--- config.mk ---
export PLATFORM = sky130hd
export DESIGN_NAME = piece_redraw_seq_flat
export DESIGN_NICKNAME = d
export VERILOG_FILES = /design/src/rtl/piece_redraw_seq_pkg.sv /design/src/rtl/piece_redraw_seq_if.sv /design/src/rtl/piece_redraw_seq_cell_to_pixel.sv /design/src/rtl/piece_redraw_seq.sv /design/src/flat_wrapper.sv
export SDC_FILE = /design/constraint.sdc
export NUM_CORES = 1
export LEC_CHECK = 0
export CAP_MARGIN = 0
export CORE_UTILIZATION = 40
export CTS_CLUSTER_SIZE = 30
export DETAILED_ROUTE_END_ITERATION = 8
export GPL_TIMING_DRIVEN = 1
export PLACE_DENSITY = 0.72
export SYNTH_ARGS = -nofsm -noshare
export SYNTH_HDL_FRONTEND = slang
export SYNTH_SLANG_ARGS = --single-unit
--- constraint.sdc ---
create_clock -name CLOCK_50 -period 3.9 [get_ports CLOCK_50]
set_input_delay 0.78 -clock CLOCK_50 [delete_from_list [all_inputs] [get_ports CLOCK_50]]
set_output_delay 0.78 -clock CLOCK_50 [all_outputs]
set_load 0.05 [all_outputs]
--- src/rtl/piece_redraw_seq_pkg.sv ---
// Shared types and constants for the piece redraw sequencer.
// Latency: n/a (types, constants and a pure helper function only).
// Backpressure: n/a.
package redraw_pkg;

    // Top-level job class the sequencer is working through.
    typedef enum logic [1:0] {
        ST_IDLE,
        ST_CLEAR,
        ST_ERASE,
        ST_DRAW
    } state_e;

    // Each busy state alternates between issuing a job and waiting for it.
    typedef enum logic {
        PH_ISSUE,
        PH_WAIT
    } phase_e;

    // Upper bound on cells per piece; sizes the cell index counter.
    localparam int MAX_CELLS = 8;

    localparam logic [8:0] COLOR_BG      = 9'd0;
    localparam logic [8:0] COLOR_MAGENTA = 9'b111_000_111;

    // True when a cell lies on the visible board.
    function automatic logic cell_in_grid(input int cx, input int cy,
                                          input int gw, input int gh);
        return (cx < gw) && (cy < gh);
    endfunction

endpackage

--- src/rtl/piece_redraw_seq_if.sv ---
// Painter job handshake: one kick per job, painter answers with busy/done.
// Latency: wires only.
// Backpressure: the master must not kick while painter_busy is high.
//   kick          master->slave  1-cycle job start
//   x0, y0        master->slave  job pixel origin, valid with kick
//   paint_color   master->slave  job colour, valid with kick
//   painter_busy  slave->master  job in progress
//   painter_done  slave->master  1-cycle pulse at job end
interface piece_redraw_seq_if #(
    parameter int COLOR_W = 9
) ();
    logic               kick;
    logic [9:0]         x0;
    logic [8:0]         y0;
    logic [COLOR_W-1:0] paint_color;
    logic               painter_busy;
    logic               painter_done;

    modport master (
        output kick, x0, y0, paint_color,
        input  painter_busy, painter_done
    );

    modport slave (
        input  kick, x0, y0, paint_color,
        output painter_busy, painter_done
    );
endinterface

--- src/rtl/piece_redraw_seq_cell_to_pixel.sv ---
// Converts a board cell coordinate to the painter's pixel origin.
// Latency: combinational.
// Backpressure: none.
//   i_cx, i_cy  cell column / row
//   o_x0        cx << CELL_W_LOG2, truncated to 10 bits
//   o_y0        cy * CELL_H, truncated to 9 bits
module cell_to_pixel #(
    parameter int XW          = 4,
    parameter int YW          = 5,
    parameter int CELL_W_LOG2 = 6,
    parameter int CELL_H      = 24
) (
    input  logic [XW-1:0] i_cx,
    input  logic [YW-1:0] i_cy,
    output logic [9:0]    o_x0,
    output logic [8:0]    o_y0
);
    assign o_x0 = 10'(32'(i_cx) << CELL_W_LOG2);
    assign o_y0 = 9'(32'(i_cy) * CELL_H);
endmodule

--- src/rtl/piece_redraw_seq.sv ---
// Sequences painter jobs for board clear, piece erase and piece draw.
// Latency: request in IDLE -> decision next cycle -> first kick the cycle after.
// Backpressure: one job in flight; kicks wait for painter_busy low, requests stay pending.
//   CLOCK_50, resetn        clock, async active-low reset
//   req_move, req_clear     1-cycle request pulses, latched as sticky pending flags
//   cur_x, cur_y            packed new cell coordinates, sampled at the IDLE snapshot
//   piece_color, bg_color   draw colour (snapshotted) and erase/clear colour
//   pif                     painter job handshake (master side)
//   idle                    IDLE with nothing pending
module piece_redraw_seq
    import redraw_pkg::*;
#(
    parameter int NCELLS         = 4,
    parameter int GRID_W         = 10,
    parameter int GRID_H         = 20,
    parameter int XW             = 4,
    parameter int YW             = 5,
    parameter int CELL_W_LOG2    = 6,
    parameter int CELL_H         = 24,
    parameter int COLOR_W        = 9,
    parameter int CLEAR_ON_RESET = 1
) (
    input  logic                 CLOCK_50,
    input  logic                 resetn,
    input  logic                 req_move,
    input  logic                 req_clear,
    input  logic [NCELLS*XW-1:0] cur_x,
    input  logic [NCELLS*YW-1:0] cur_y,
    input  logic [COLOR_W-1:0]   piece_color,
    input  logic [COLOR_W-1:0]   bg_color,
    piece_redraw_seq_if.master   pif,
    output logic                 idle
);
    localparam int IW = $clog2(MAX_CELLS + 1);

    state_e               r_state;
    phase_e               r_phase;
    logic [IW-1:0]        r_idx;
    logic [XW-1:0]        r_clr_x;
    logic [YW-1:0]        r_clr_y;
    logic [NCELLS*XW-1:0] r_prev_x;
    logic [NCELLS*YW-1:0] r_prev_y;
    logic [NCELLS*XW-1:0] r_new_x;
    logic [NCELLS*YW-1:0] r_new_y;
    logic [COLOR_W-1:0]   r_new_color;
    logic                 r_prev_valid;
    logic                 r_pend_move;
    logic                 r_pend_clear;
    logic                 r_kick;
    logic [9:0]           r_x0;
    logic [8:0]           r_y0;
    logic [COLOR_W-1:0]   r_color;

    logic [NCELLS-1:0]    w_erase_skip;
    logic [NCELLS-1:0]    w_draw_skip;
    logic [NCELLS-1:0]    w_skip;
    logic                 w_found;
    logic [IW-1:0]        w_sel;
    logic [XW-1:0]        w_job_cx;
    logic [YW-1:0]        w_job_cy;
    logic [COLOR_W-1:0]   w_job_color;
    logic [9:0]           w_px;
    logic [8:0]           w_py;
    logic                 w_can_kick;

    // A previous cell is left alone if it is off-board or the new piece
    // still covers it (it will be redrawn anyway, so erasing would flicker).
    always_comb begin
        w_erase_skip = '0;
        w_draw_skip  = '0;
        for (int i = 0; i < NCELLS; i++) begin
            w_draw_skip[i]  = !cell_in_grid(int'(r_new_x[i*XW +: XW]),
                                            int'(r_new_y[i*YW +: YW]), GRID_W, GRID_H);
            w_erase_skip[i] = !cell_in_grid(int'(r_prev_x[i*XW +: XW]),
                                            int'(r_prev_y[i*YW +: YW]), GRID_W, GRID_H);
            for (int j = 0; j < NCELLS; j++) begin
                if (r_prev_x[i*XW +: XW] == r_new_x[j*XW +: XW] &&
                    r_prev_y[i*YW +: YW] == r_new_y[j*YW +: YW])
                    w_erase_skip[i] = 1'b1;
            end
        end
    end

    assign w_skip = (r_state == ST_ERASE) ? w_erase_skip : w_draw_skip;

    // First non-skipped cell at or after r_idx; skipped cells cost no cycles.
    always_comb begin
        w_found = 1'b0;
        w_sel   = '0;
        for (int j = 0; j < NCELLS; j++) begin
            if (!w_found && IW'(j) >= r_idx && !w_skip[j]) begin
                w_found = 1'b1;
                w_sel   = IW'(j);
            end
        end
    end

    // Current job mux feeding the single coordinate converter.
    always_comb begin
        w_job_cx    = r_clr_x;
        w_job_cy    = r_clr_y;
        w_job_color = bg_color;
        case (r_state)
            ST_ERASE: begin
                w_job_cx = r_prev_x[w_sel*XW +: XW];
                w_job_cy = r_prev_y[w_sel*YW +: YW];
            end
            ST_DRAW: begin
                w_job_cx    = r_new_x[w_sel*XW +: XW];
                w_job_cy    = r_new_y[w_sel*YW +: YW];
                w_job_color = r_new_color;
            end
            default: ;
        endcase
    end

    cell_to_pixel #(
        .XW          (XW),
        .YW          (YW),
        .CELL_W_LOG2 (CELL_W_LOG2),
        .CELL_H      (CELL_H)
    ) u_cell_to_pixel (
        .i_cx (w_job_cx),
        .i_cy (w_job_cy),
        .o_x0 (w_px),
        .o_y0 (w_py)
    );

    // r_kick guard keeps a gap cycle so the painter can raise busy.
    assign w_can_kick = !pif.painter_busy && !r_kick;

    always_ff @(posedge CLOCK_50 or negedge resetn) begin
        if (!resetn) begin
            r_state      <= ST_IDLE;
            r_phase      <= PH_ISSUE;
            r_idx        <= '0;
            r_clr_x      <= '0;
            r_clr_y      <= '0;
            r_prev_x     <= '0;
            r_prev_y     <= '0;
            r_new_x      <= '0;
            r_new_y      <= '0;
            r_new_color  <= '0;
            r_prev_valid <= 1'b0;
            r_pend_move  <= 1'b0;
            r_pend_clear <= (CLEAR_ON_RESET != 0);
            r_kick       <= 1'b0;
            r_x0         <= '0;
            r_y0         <= '0;
            r_color      <= '0;
        end else begin
            r_kick       <= 1'b0;
            r_pend_move  <= r_pend_move  | req_move;
            r_pend_clear <= r_pend_clear | req_clear;

            case (r_state)
                ST_IDLE: begin
                    r_phase <= PH_ISSUE;
                    r_idx   <= '0;
                    if (r_pend_clear) begin
                        // A request arriving this same cycle stays pending.
                        r_pend_clear <= req_clear;
                        r_clr_x      <= '0;
                        r_clr_y      <= '0;
                        r_state      <= ST_CLEAR;
                    end else if (r_pend_move) begin
                        r_pend_move <= req_move;
                        r_new_x     <= cur_x;
                        r_new_y     <= cur_y;
                        r_new_color <= piece_color;
                        r_state     <= r_prev_valid ? ST_ERASE : ST_DRAW;
                    end
                end

                ST_CLEAR: begin
                    if (r_phase == PH_ISSUE) begin
                        if (w_can_kick) begin
                            r_kick  <= 1'b1;
                            r_x0    <= w_px;
                            r_y0    <= w_py;
                            r_color <= w_job_color;
                            r_phase <= PH_WAIT;
                        end
                    end else if (pif.painter_done) begin
                        r_phase <= PH_ISSUE;
                        if (r_clr_x == XW'(GRID_W - 1)) begin
                            r_clr_x <= '0;
                            if (r_clr_y == YW'(GRID_H - 1)) begin
                                r_prev_valid <= 1'b0;
                                r_state      <= ST_IDLE;
                            end else begin
                                r_clr_y <= r_clr_y + YW'(1);
                            end
                        end else begin
                            r_clr_x <= r_clr_x + XW'(1);
                        end
                    end
                end

                ST_ERASE, ST_DRAW: begin
                    if (r_phase == PH_ISSUE) begin
                        if (!w_found) begin
                            r_idx <= '0;
                            if (r_state == ST_ERASE) begin
                                r_state <= ST_DRAW;
                            end else begin
                                r_prev_x     <= r_new_x;
                                r_prev_y     <= r_new_y;
                                r_prev_valid <= 1'b1;
                                r_state      <= ST_IDLE;
                            end
                        end else if (w_can_kick) begin
                            r_kick  <= 1'b1;
                            r_x0    <= w_px;
                            r_y0    <= w_py;
                            r_color <= w_job_color;
                            r_idx   <= w_sel;
                            r_phase <= PH_WAIT;
                        end
                    end else if (pif.painter_done) begin
                        r_idx   <= r_idx + IW'(1);
                        r_phase <= PH_ISSUE;
                    end
                end

                default: r_state <= ST_IDLE;
            endcase
        end
    end

    assign pif.kick        = r_kick;
    assign pif.x0          = r_x0;
    assign pif.y0          = r_y0;
    assign pif.paint_color = r_color;
    assign idle            = (r_state == ST_IDLE) && !r_pend_move && !r_pend_clear;

endmodule

--- src/flat_wrapper.sv ---
// flat-port wrapper written by rule: the top's interface ports become plain ports
module piece_redraw_seq_flat import redraw_pkg::*;
#(
    parameter int NCELLS         = 4,
    parameter int GRID_W         = 10,
    parameter int GRID_H         = 20,
    parameter int XW             = 4,
    parameter int YW             = 5,
    parameter int CELL_W_LOG2    = 6,
    parameter int CELL_H         = 24,
    parameter int COLOR_W        = 9,
    parameter int CLEAR_ON_RESET = 1
)
  (CLOCK_50, resetn, req_move, req_clear, cur_x, cur_y, piece_color, bg_color, idle, pif_kick, pif_x0, pif_y0, pif_paint_color, pif_painter_busy, pif_painter_done);
  piece_redraw_seq_if #(.COLOR_W(COLOR_W)) pif_i ();
  input  logic CLOCK_50;
  input  logic resetn;
  input  logic req_move;
  input  logic req_clear;
  input  logic [NCELLS*XW-1:0] cur_x;
  input  logic [NCELLS*YW-1:0] cur_y;
  input  logic [COLOR_W-1:0] piece_color;
  input  logic [COLOR_W-1:0] bg_color;
  output logic idle;
  output wire logic [$bits(pif_i.kick)-1:0] pif_kick;
  output wire logic [$bits(pif_i.x0)-1:0] pif_x0;
  output wire logic [$bits(pif_i.y0)-1:0] pif_y0;
  output wire logic [$bits(pif_i.paint_color)-1:0] pif_paint_color;
  input wire logic [$bits(pif_i.painter_busy)-1:0] pif_painter_busy;
  input wire logic [$bits(pif_i.painter_done)-1:0] pif_painter_done;
  assign pif_kick = pif_i.kick;
  assign pif_x0 = pif_i.x0;
  assign pif_y0 = pif_i.y0;
  assign pif_paint_color = pif_i.paint_color;
  assign pif_i.painter_busy = pif_painter_busy;
  assign pif_i.painter_done = pif_painter_done;
  piece_redraw_seq #(.NCELLS(NCELLS), .GRID_W(GRID_W), .GRID_H(GRID_H), .XW(XW), .YW(YW), .CELL_W_LOG2(CELL_W_LOG2), .CELL_H(CELL_H), .COLOR_W(COLOR_W), .CLEAR_ON_RESET(CLEAR_ON_RESET)) u_core (.CLOCK_50(CLOCK_50), .resetn(resetn), .req_move(req_move), .req_clear(req_clear), .cur_x(cur_x), .cur_y(cur_y), .piece_color(piece_color), .bg_color(bg_color), .pif(pif_i), .idle(idle));
endmodule
==> flow_summary.ini, run 1 <==
[floorplan]
io_pins = 90
rows = 52
coreArea_mm2 = 0.0202
fp.dieArea_mm2 = 0.0211
die_x_um = 145
start_util_pct = 40.7
die_height_um = 145

[synth]
synth_seq_cells = 120
synth_area_mm2 = 0.00821
synth-async-reset-ratio_pct = 100
synth.distinct_cells = 67
syn_inst = 799
avgSynthCellArea_um2 = 10.3
synth_ff_type = dfrtp_1
synth_edf_count = 0
synth-warning-count = 0
ys_seq_area_share_pct = 36.6

[place]
gp_congestion = 0.959
hpwl_um = 19200
post-place-ws_ns = -0.108
portBuffers = 80

[timing]
timing.slew.headroom_pct = 51.6
finClkSkew_ns = 0.00964
setup_tns_ns = -0.0272
fmax_ghz = 0.255
period_share_pct = 100
setup_viol = 2
finalMaxSlewViolations = 0
fin_crit_ns = 3.91
timing.final.ws_setup_ns = -0.0149
rsz0062_at_grt = true
worst_slew_pin_slew_ns = 0.726
hold_viol_final = 0

[cts]
cts-htree-levels = 4
postCtsHoldBufs = 0
clockRootBuffer = clkbuf_16
cts_tree = built
clk_pin_slew_ns = 0.06
clk_path_buf_depth = 2
cts_buffers = 17
clk_latency_ns = 0.43
cts_sinks = 120

[critical_path]
endpoint_kind = flip-flop
crit_type = flip-flop to flip-flop
ff2ff_setup_slack_ns = -0.01
critPathRequiredTime_ns = 4.21
start_kind = flip-flop
crit_arrival_ns = 4.22
worstPathMaxFanout = 5

[power]
p_leak_nw = 4.74
ir_drop_mv = 0.398
power_density_mw_per_mm2 = 917

[cells_and_area]
nets = 989
drive_gt1_share_pct = 32.3
nFillCells = 1847
syn_to_final_growth_pct = 28.4
antenna-diode-count = 0

[route]
wl_per_cell_um = 21.5
dr_total_vias = 6587
firstDrtPassIters = 6
drc = 0
avgViaCountPerCell = 5.48
wirelength_um = 25800
drtAntennaViolNets = 0
first_iter_violations = 535

[grt]
grt_usage_pct = 25.2
grt_overflow = 0
grt_pass1_vias = 6563
grt_max_degree = 69
grt_pass1_wl_um = 40000
antenna_found_initial = 0

[job]
drv_cap = 0

[status]
violations = setup timing
status = complete, but fails checks

[min_path]
min-delay-path-class = input port to asynchronous set/reset pin
routing by layer:
metal,track usage (%),wire length (µm)
met5,0,0
met4,8.32,711
met3,5.44,1810
met2,39.2,11800
met1,34.6,11500
cell usage in the layout, fill, tap and decap left out, types with 17 or more instances in the layout:
master / n
mux2_2: 70
dfrtp_2: 21
nor2_1: 34
clkbuf_16: 17
buf_4: 115
nand4_1: 22
mux2_1: 18
nand3_1: 21
clkdlybuf4s50_1: 79
dfrtp_1: 98
xor2_1: 82
nand2_1: 33
a21oi_1: 19
o21ai_0: 33
mux2i_1: 30
xnor2_1: 57
stage by stage:
step                power (mW)  instance area, µm²  std cells  hold slack (ns)  utilization, %
global route              10.2               10500       1201            0.438            52.3
global placement          7.49                9670       1162            0.490            47.9
finish                    9.67               10500       1201            0.377            52.3
floorplan                 5.58                8240        807            0.469               -
detailed placement        7.52                9670       1162            0.495            47.9
CTS                       9.33               10400       1197            0.429            51.4
state kept, by name, indices dropped and copies added (netlist names):
register	flops
u_core.r_new_color	9
u_core.r_new_x	16
u_core.pif.y0	6
u_core.pif.x0	4
u_core.r_pend_clear	1
u_core.r_clr_x	4
u_core.r_prev_valid	1
u_core.r_idx	4
u_core.r_state	2
u_core.r_prev_x	16
u_core.r_prev_y	20
u_core.r_phase	1
u_core.pif.paint_color	9
u_core.r_pend_move	1
u_core.pif.kick	1
u_core.r_clr_y	5
u_core.r_new_y	20
cells in the mapped netlist (6+ instances only):
cell      count  area, µm²
a21o_1        7       52.6
nor2_1       36        135
mux2_2       70        788
clkbuf_1     13       48.8
mux2i_1      30        300
buf_2        68        340
mux2_1       18        203
nand2b_1      7       43.8
nor2b_1       6       37.5
o21ai_0      35        175
ha_1         10        125
nor3_1       16       80.1
inv_1         9       33.8
a21oi_1      21        105
a221oi_1      6       52.6
dfrtp_1     119       2980
buf_4        16        120
nand3_1      22        110
xor2_1       82        718
nand4_1      22        138
nand2_1      33        124
xnor2_1      65        569
nor4_1       12       75.1
area by class of cell:
class	instances	area, µm²	share of cell area [%]
tap	270	338	3.21
sequential	120	3030	28.8
clock inverter	14	163	1.54
clock buffer	18	439	4.17
inverter	9	33.8	0.321
timing repair buffer	198	1730	16.4
multi-input combinational	572	4810	45.6
critical path, cell delays in order, from the launching register on:
cell and delay (ns):
dfrtp_2 0.45, nor4b_4 0.38, nand4_1 0.14, a31oi_1 0.21, nor4b_4 0.34, nor2_2 0.11
a21oi_4 0.23, buf_6 0.14, mux4_2 0.55, o221a_4 0.25, ha_1 0.29, a21o_1 0.19
a21oi_2 0.17, xnor2_1 0.07, mux2_2 0.26
cells by family (layout without fill, tap and decap cells):
group	Yosys count	count (layout)	share of synthesized area, %
other cells	1	9	0.0457
buf+inv	115	239	7.33
xor+xnor	147	147	15.7
mux	124	124	17.3
simple gates	182	182	12.7
fa+ha+maj	11	11	1.77
flops	120	120	36.6
compound gates	99	99	8.52
worst paths after layout:
kind,start,to,cells past startpoint
max in group asynchronous,resetn,u_core.r_prev_x[11],2
min in group CLOCK_50,u_core.r_new_color[7],u_core.r_new_color[7],1
setup reg to reg,u_core.r_idx[2],u_core.pif.y0[7],14
setup / recovery,u_core.r_idx[2],u_core.pif.y0[7],14
hold / removal,resetn,u_core.r_clr_y[2],1
hold reg to reg,u_core.r_new_color[7],u_core.r_new_color[7],1
power by group:
| group | internal [mW] | switching (mW) |
|---|---|---|
| logic | 2.80 | 3.02 |
| registers | 1.63 | 0.590 |
| clock network | 0.973 | 0.650 |
| total | 5.41 | 4.26 |
what timing repair did:
item	CTS	global route
pin swaps	1	7
setup endpoints to repair	3	3
resized for setup	20	36
buffers inserted	3	4
No activity file was read; power rests on OpenSTA's default activity.
==> run 2, diff against run 1 <==
--- a/config.mk
+++ b/config.mk
@@ -10,7 +10,8 @@
 export CTS_CLUSTER_SIZE = 30
 export DETAILED_ROUTE_END_ITERATION = 8
 export GPL_TIMING_DRIVEN = 1
-export PLACE_DENSITY = 0.72
+export PLACE_DENSITY = 0.7
+export SKIP_LAST_GASP = 1
 export SYNTH_ARGS = -nofsm -noshare
 export SYNTH_HDL_FRONTEND = slang
 export SYNTH_SLANG_ARGS = --single-unit
==> constraint.sdc (replaced) <==
create_clock -name CLOCK_50 -period 4.32 [get_ports CLOCK_50]
set_input_delay 0.864 -clock CLOCK_50 [delete_from_list [all_inputs] [get_ports CLOCK_50]]
set_output_delay 0.864 -clock CLOCK_50 [all_outputs]
set_load 0.05 [all_outputs]
==> flow_summary.ini, run 2 (synthesis gave the netlist of run 1 again) <==
[critical_path]
slowest_delay_ns = 0.58
cpMaxStageDelayCell = o31ai_4
crit_chain = xor2_1 > nor4_2 > nand4_1 > nand4_1 > o31ai_4 > nor2_1 > o21ai_0 > or2_2 > nor2_1 > nor3_1 > ha_1 > inv_1 > fa_1 > inv_1 > a21o_1 > a21oi_1 > xnor2_1 > mux2_4
r2r_start = u_core.r_new_x[1]
r2r-end = u_core.pif.y0[8]
start_kind = flip-flop
crit_type = flip-flop to flip-flop
endpoint_kind = flip-flop
worstPathMaxFanout = 8
reg2regPathDepth = 18
critPathRequiredTime_ns = 4.62
ff2ff_setup_slack_ns = 0.19
crit_arrival_ns = 4.43

[grt]
grt_usage_pct = 23.0
grt_pass1_vias = 6166
grt_pass1_wl_um = 36800
grt_overflow = 0
antenna_found_initial = 0
grt_max_degree = 69

[cells_and_area]
antenna-diode-count = 0
final_cell_mix = dfrtp_1 (118), xor2_1 (82), clkdlybuf4s50_1 (79)
reg_top3 = u_core.r_new_y x20, u_core.r_prev_y x20
nets = 903
fin_area_mm2 = 0.00967
nFillCells = 1910
mostFrequentLayoutCell = dfrtp_1
drive_gt1_share_pct = 19.6
final-instance-count-excl-fill = 1115
syn_to_final_growth_pct = 17.8

[timing]
setup_viol = 0
rsz0062_at_grt = false
finalMaxSlewViolations = 0
period_share_pct = 95.6
finClkSkew_ns = 0.0136
setup_tns_ns = 0
worst_slew_pin_slew_ns = 0.711
timing.slew.headroom_pct = 52.6
hold_viol_final = 0
fin_crit_ns = 4.13
fmax_ghz = 0.242

[power]
pwr-share-seq_pct = 28.0
p_leak_nw = 4.27
clkPwrFrac_pct = 18.5
ir_drop_mv = 0.444
power_density_mw_per_mm2 = 788
internal_power_mw = 4.24
switching_share_pct = 44.4
p_switching_mw = 3.38
combPwrFrac_pct = 53.4

[floorplan]
die_x_um = 145
rows = 52
io_pins = 90
die_height_um = 145
coreArea_mm2 = 0.0202
fp.dieArea_mm2 = 0.0211
start_util_pct = 40.7

[status]
violations = DRC
status = complete, but fails checks

[job]
drv_cap = 0

[place]
place_area_mm2 = 0.00906
dpl.cell_count = 1083
gp_congestion = 0.973
hpwl_um = 17000
portBuffers = 80

[cts]
cts_sinks = 120
clk_pin_slew_ns = 0.06
clockRootBuffer = clkbuf_16
clk_path_buf_depth = 2
cts_buffers = 17
post_cts_buffers = 0
cts-htree-levels = 4
clk_latency_ns = 0.42
cts_tree = built

[min_path]
min-delay-path-class = input port to asynchronous set/reset pin

[route]
avgViaCountPerCell = 5.59
drtAntennaViolNets = 0
wirelength_um = 23100
drc = 2
firstDrtPassIters = 7
wl_per_cell_um = 20.7
first_iter_violations = 588
dr_total_vias = 6232
-- run 2: worst max path at each step --
| stage | startpoint | to |
|---|---|---|
| 2_1_floorplan | u_core.r_prev_y[10] | u_core.pif.y0[8] |
| 3_3_place_gp | u_core.r_new_y[1] | u_core.pif.y0[8] |
| 3_5_place_dp | u_core.r_new_y[1] | u_core.pif.y0[7] |
| 4_1_cts | u_core.r_new_x[1] | u_core.pif.y0[7] |
| 5_1_grt | u_core.r_new_x[1] | u_core.pif.y0[8] |
| 6_report | u_core.r_new_x[1] | u_core.pif.y0[8] |
-- run 2: cell type report --
cell class	count	area [µm²]	area share, %
tap	270	338	3.49
multi-input combinational	572	4650	48.1
timing repair buffer	112	1050	10.9
clock inverter	11	123	1.27
sequential	120	3010	31.1
clock buffer	21	470	4.87
inverter	9	33.8	0.349
-- run 2: routing by layer --
| metal | wire length, µm | global-route usage, % | part of all wire, % |
|---|---|---|---|
| met1 | 10200 | 31.2 | 44 |
| met2 | 10700 | 35.5 | 46 |
| met3 | 1480 | 4.06 | 6.4 |
| met4 | 754 | 10.5 | 3.3 |
| met5 | 0 | 0 | 0 |
-- run 2: power groups by stage --
stage	combinational, mW	sequential [mW]	clock [mW]
2_1_floorplan	3.12	1.92	0
4_1_cts	4.05	2.11	1.45
6_report	4.07	2.14	1.41
5_1_grt	4.39	2.17	1.50
3_5_place_dp	4.03	2.13	0
3_3_place_gp	4.01	2.13	0
-- run 2: repair_timing --
| action | CTS | global route |
|---|---|---|
| setup endpoints to repair | 0 | 2 |
| hold buffers | 0 | 0 |
| resized for setup | 0 | 2 |
-- run 2: through the flow --
step | setup slack [ns] | hold slack (ns) | utilization (%) | power, mW
final | 0.189 | 0.488 | 47.9 | 7.61
after global routing | 0.0258 | 0.517 | 47.9 | 8.07
after CTS | 0.197 | 0.504 | 47.9 | 7.61
after detailed placement | 0.217 | 0.496 | 44.9 | 6.16
after global placement | 0.257 | 0.491 | 44.9 | 6.14
after floorplan | 0.641 | 0.469 | - | 5.04
-- run 2: critical path, delay by kind of cell (launching register included) --
kind | cells | cell delay (ns)
and+or+nand+nor | 7 | 1.07
muxes | 1 | 0.25
buffers and inverters | 2 | 0.13
DFF | 1 | 0.45
AOI/OAI and AO/OA | 4 | 0.92
xor gates and xnor gates | 2 | 0.53
adders and majority gates | 2 | 0.62
==> run 3, diff against run 2 <==
--- a/config.mk
+++ b/config.mk
@@ -9,6 +9,7 @@
 export CORE_UTILIZATION = 40
 export CTS_CLUSTER_SIZE = 30
 export DETAILED_ROUTE_END_ITERATION = 8
+export GPL_ROUTABILITY_DRIVEN = 0
 export GPL_TIMING_DRIVEN = 1
 export PLACE_DENSITY = 0.7
 export SKIP_LAST_GASP = 1
==> flow_summary.ini, run 3 (synthesis gave the netlist of run 1 again) <==
[timing]
worst_slew_pin_slew_ns = 0.861
setup_viol = 0
fmax_ghz = 0.242
rsz0062_at_grt = false
hold_viol_final = 0
finClkSkew_ns = 0.00992
period_share_pct = 95.6
setup_tns_ns = 0
fin_crit_ns = 4.13
timing.slew.headroom_pct = 42.6
finalMaxSlewViolations = 0

[cts]
cts_tree = built
cts-htree-levels = 4
clk_latency_ns = 0.43
clk_pin_slew_ns = 0.06
clockRootBuffer = clkbuf_16
postCtsHoldBufs = 0
cts_buffers = 17
cts_sinks = 120
clk_path_buf_depth = 2

[critical_path]
crit_type = flip-flop to flip-flop
reg2regPathDepth = 14
start_kind = flip-flop
cpMaxStageDelayCell = dfrtp_1
crit_chain = o21ai_0 > nand4_1 > a31oi_1 > nor4b_2 > nor2_1 > a21oi_4 > buf_4 > mux4_2 > o221a_2 > ha_1 > a21o_1 > a21oi_1 > xnor2_1 > mux2_4
ff2ff_setup_slack_ns = 0.19
crit_arrival_ns = 4.44
worstPathMaxFanout = 7
endpoint_kind = flip-flop
critPathRequiredTime_ns = 4.63
slowest_delay_ns = 0.56

[route]
avgViaCountPerCell = 5.63
drc = 1
wl_per_cell_um = 20.7
first_iter_violations = 565
dr_total_vias = 6259
wirelength_um = 23000
firstDrtPassIters = 9
drtAntennaViolNets = 0

[floorplan]
fp.dieArea_mm2 = 0.0211
coreArea_mm2 = 0.0202
start_util_pct = 40.7
die_height_um = 145
die_x_um = 145
rows = 52
io_pins = 90

[job]
drv_cap = 0

[grt]
grt_usage_pct = 22.5
antenna_found_initial = 0
grt_pass1_wl_um = 36500
grt_pass1_vias = 6377
grt_max_degree = 65
grt_overflow = 0

[status]
status = complete, but fails checks
violations = DRC

[cells_and_area]
final_cell_mix = dfrtp_1 (116), xor2_1 (82), clkdlybuf4s50_1 (79)
reg_top3 = u_core.r_new_y x20, u_core.r_prev_y x20
antenna-diode-count = 0
syn_to_final_growth_pct = 17.8
drive_gt1_share_pct = 19.6
mostFrequentLayoutCell = dfrtp_1
nets = 900

[power]
power.total_mw = 7.73
ir_drop_mv = 0.346
power_density_mw_per_mm2 = 800
p_leak_nw = 4.26

[place]
portBuffers = 80
hpwl_um = 16400

[min_path]
holdPathStages = 1
min-delay-path-class = flip-flop to flip-flop
-- run 3: cell types whose count changed in the layout (fill, tap and decap cells not counted) --
cell / delta
buf_4: -3
nor4_2: -1
nor4_1: +1
dfrtp_1: -2
clkinv_4: -1
o22ai_4: +1
bufinv_16: +1
dfrtp_2: +2
clkinv_2: +1
clkbuf_1: -1
o22ai_2: -1
-- run 3: layer usage --
layer | track usage (%) | vias to the layer above | wire [µm]
met5 | 0 | - | 0
met4 | 10.5 | 0 | 725
met3 | 6.01 | 62 | 1750
met2 | 34.9 | 307 | 10700
met1 | 29.2 | 3081 | 9790
li1 | - | 2809 | -
-- run 3: worst max-delay path, delay by kind of cell (launching register included) --
| kind | cells | cell delay [ns] |
|---|---|---|
| buffers and inverters | 1 | 0.17 |
| adders and majority gates | 1 | 0.32 |
| and+or+nand+nor | 3 | 0.63 |
| DFF | 1 | 0.56 |
| xor gates and xnor gates | 1 | 0.09 |
| AOI/OAI and AO/OA | 6 | 1.41 |
| muxes | 2 | 0.81 |
-- run 3: through the flow --
step	util (%)	cells	hold WS, ns	area [µm²]	worst slack, ns
finish	47.9	1112	0.506	9670	0.191
global route	47.9	1112	0.517	9670	0.00283
CTS	47.7	1108	0.508	9620	0.188
detailed placement	44.7	1076	0.497	9010	0.191
global placement	44.7	1076	0.490	9010	0.265
floorplan	-	807	0.469	8240	0.641
-- run 3: cell type report --
type	count	area (µm²)
Fill cell	1860	10500
Multi-Input combinational cell	572	4650
Sequential cell	120	3010
Timing Repair Buffer	109	1030
Clock buffer	20	467
Tap cell	270	338
Clock inverter	12	149
Inverter	9	33.8
-- run 3: power by group --
part | switching [mW] | leakage (nW) | internal [mW] | total [mW]
combinational | 2.21 | 2.46 | 1.90 | 4.11
clock | 0.529 | 0.294 | 0.948 | 1.48
sequential | 0.690 | 1.51 | 1.46 | 2.15
-- run 3: path summary, 6_finish.rpt --
kind                                        from                         to
setup / recovery              u_core.r_prev_x[5]           u_core.pif.y0[8]
hold / removal             u_core.r_new_color[7]      u_core.r_new_color[7]
setup reg to reg              u_core.r_prev_x[5]           u_core.pif.y0[8]
hold reg to reg            u_core.r_new_color[7]      u_core.r_new_color[7]
max in group asynchronous                 resetn          u_core.r_new_x[6]
min in group asynchronous                 resetn  u_core.pif.paint_color[3]
-- run 3: what timing repair did --
action                                  in CTS  in global routing
endpoints found under the setup margin       0                  2
buffers inserted                             0                  4
resized for setup                            0                  4
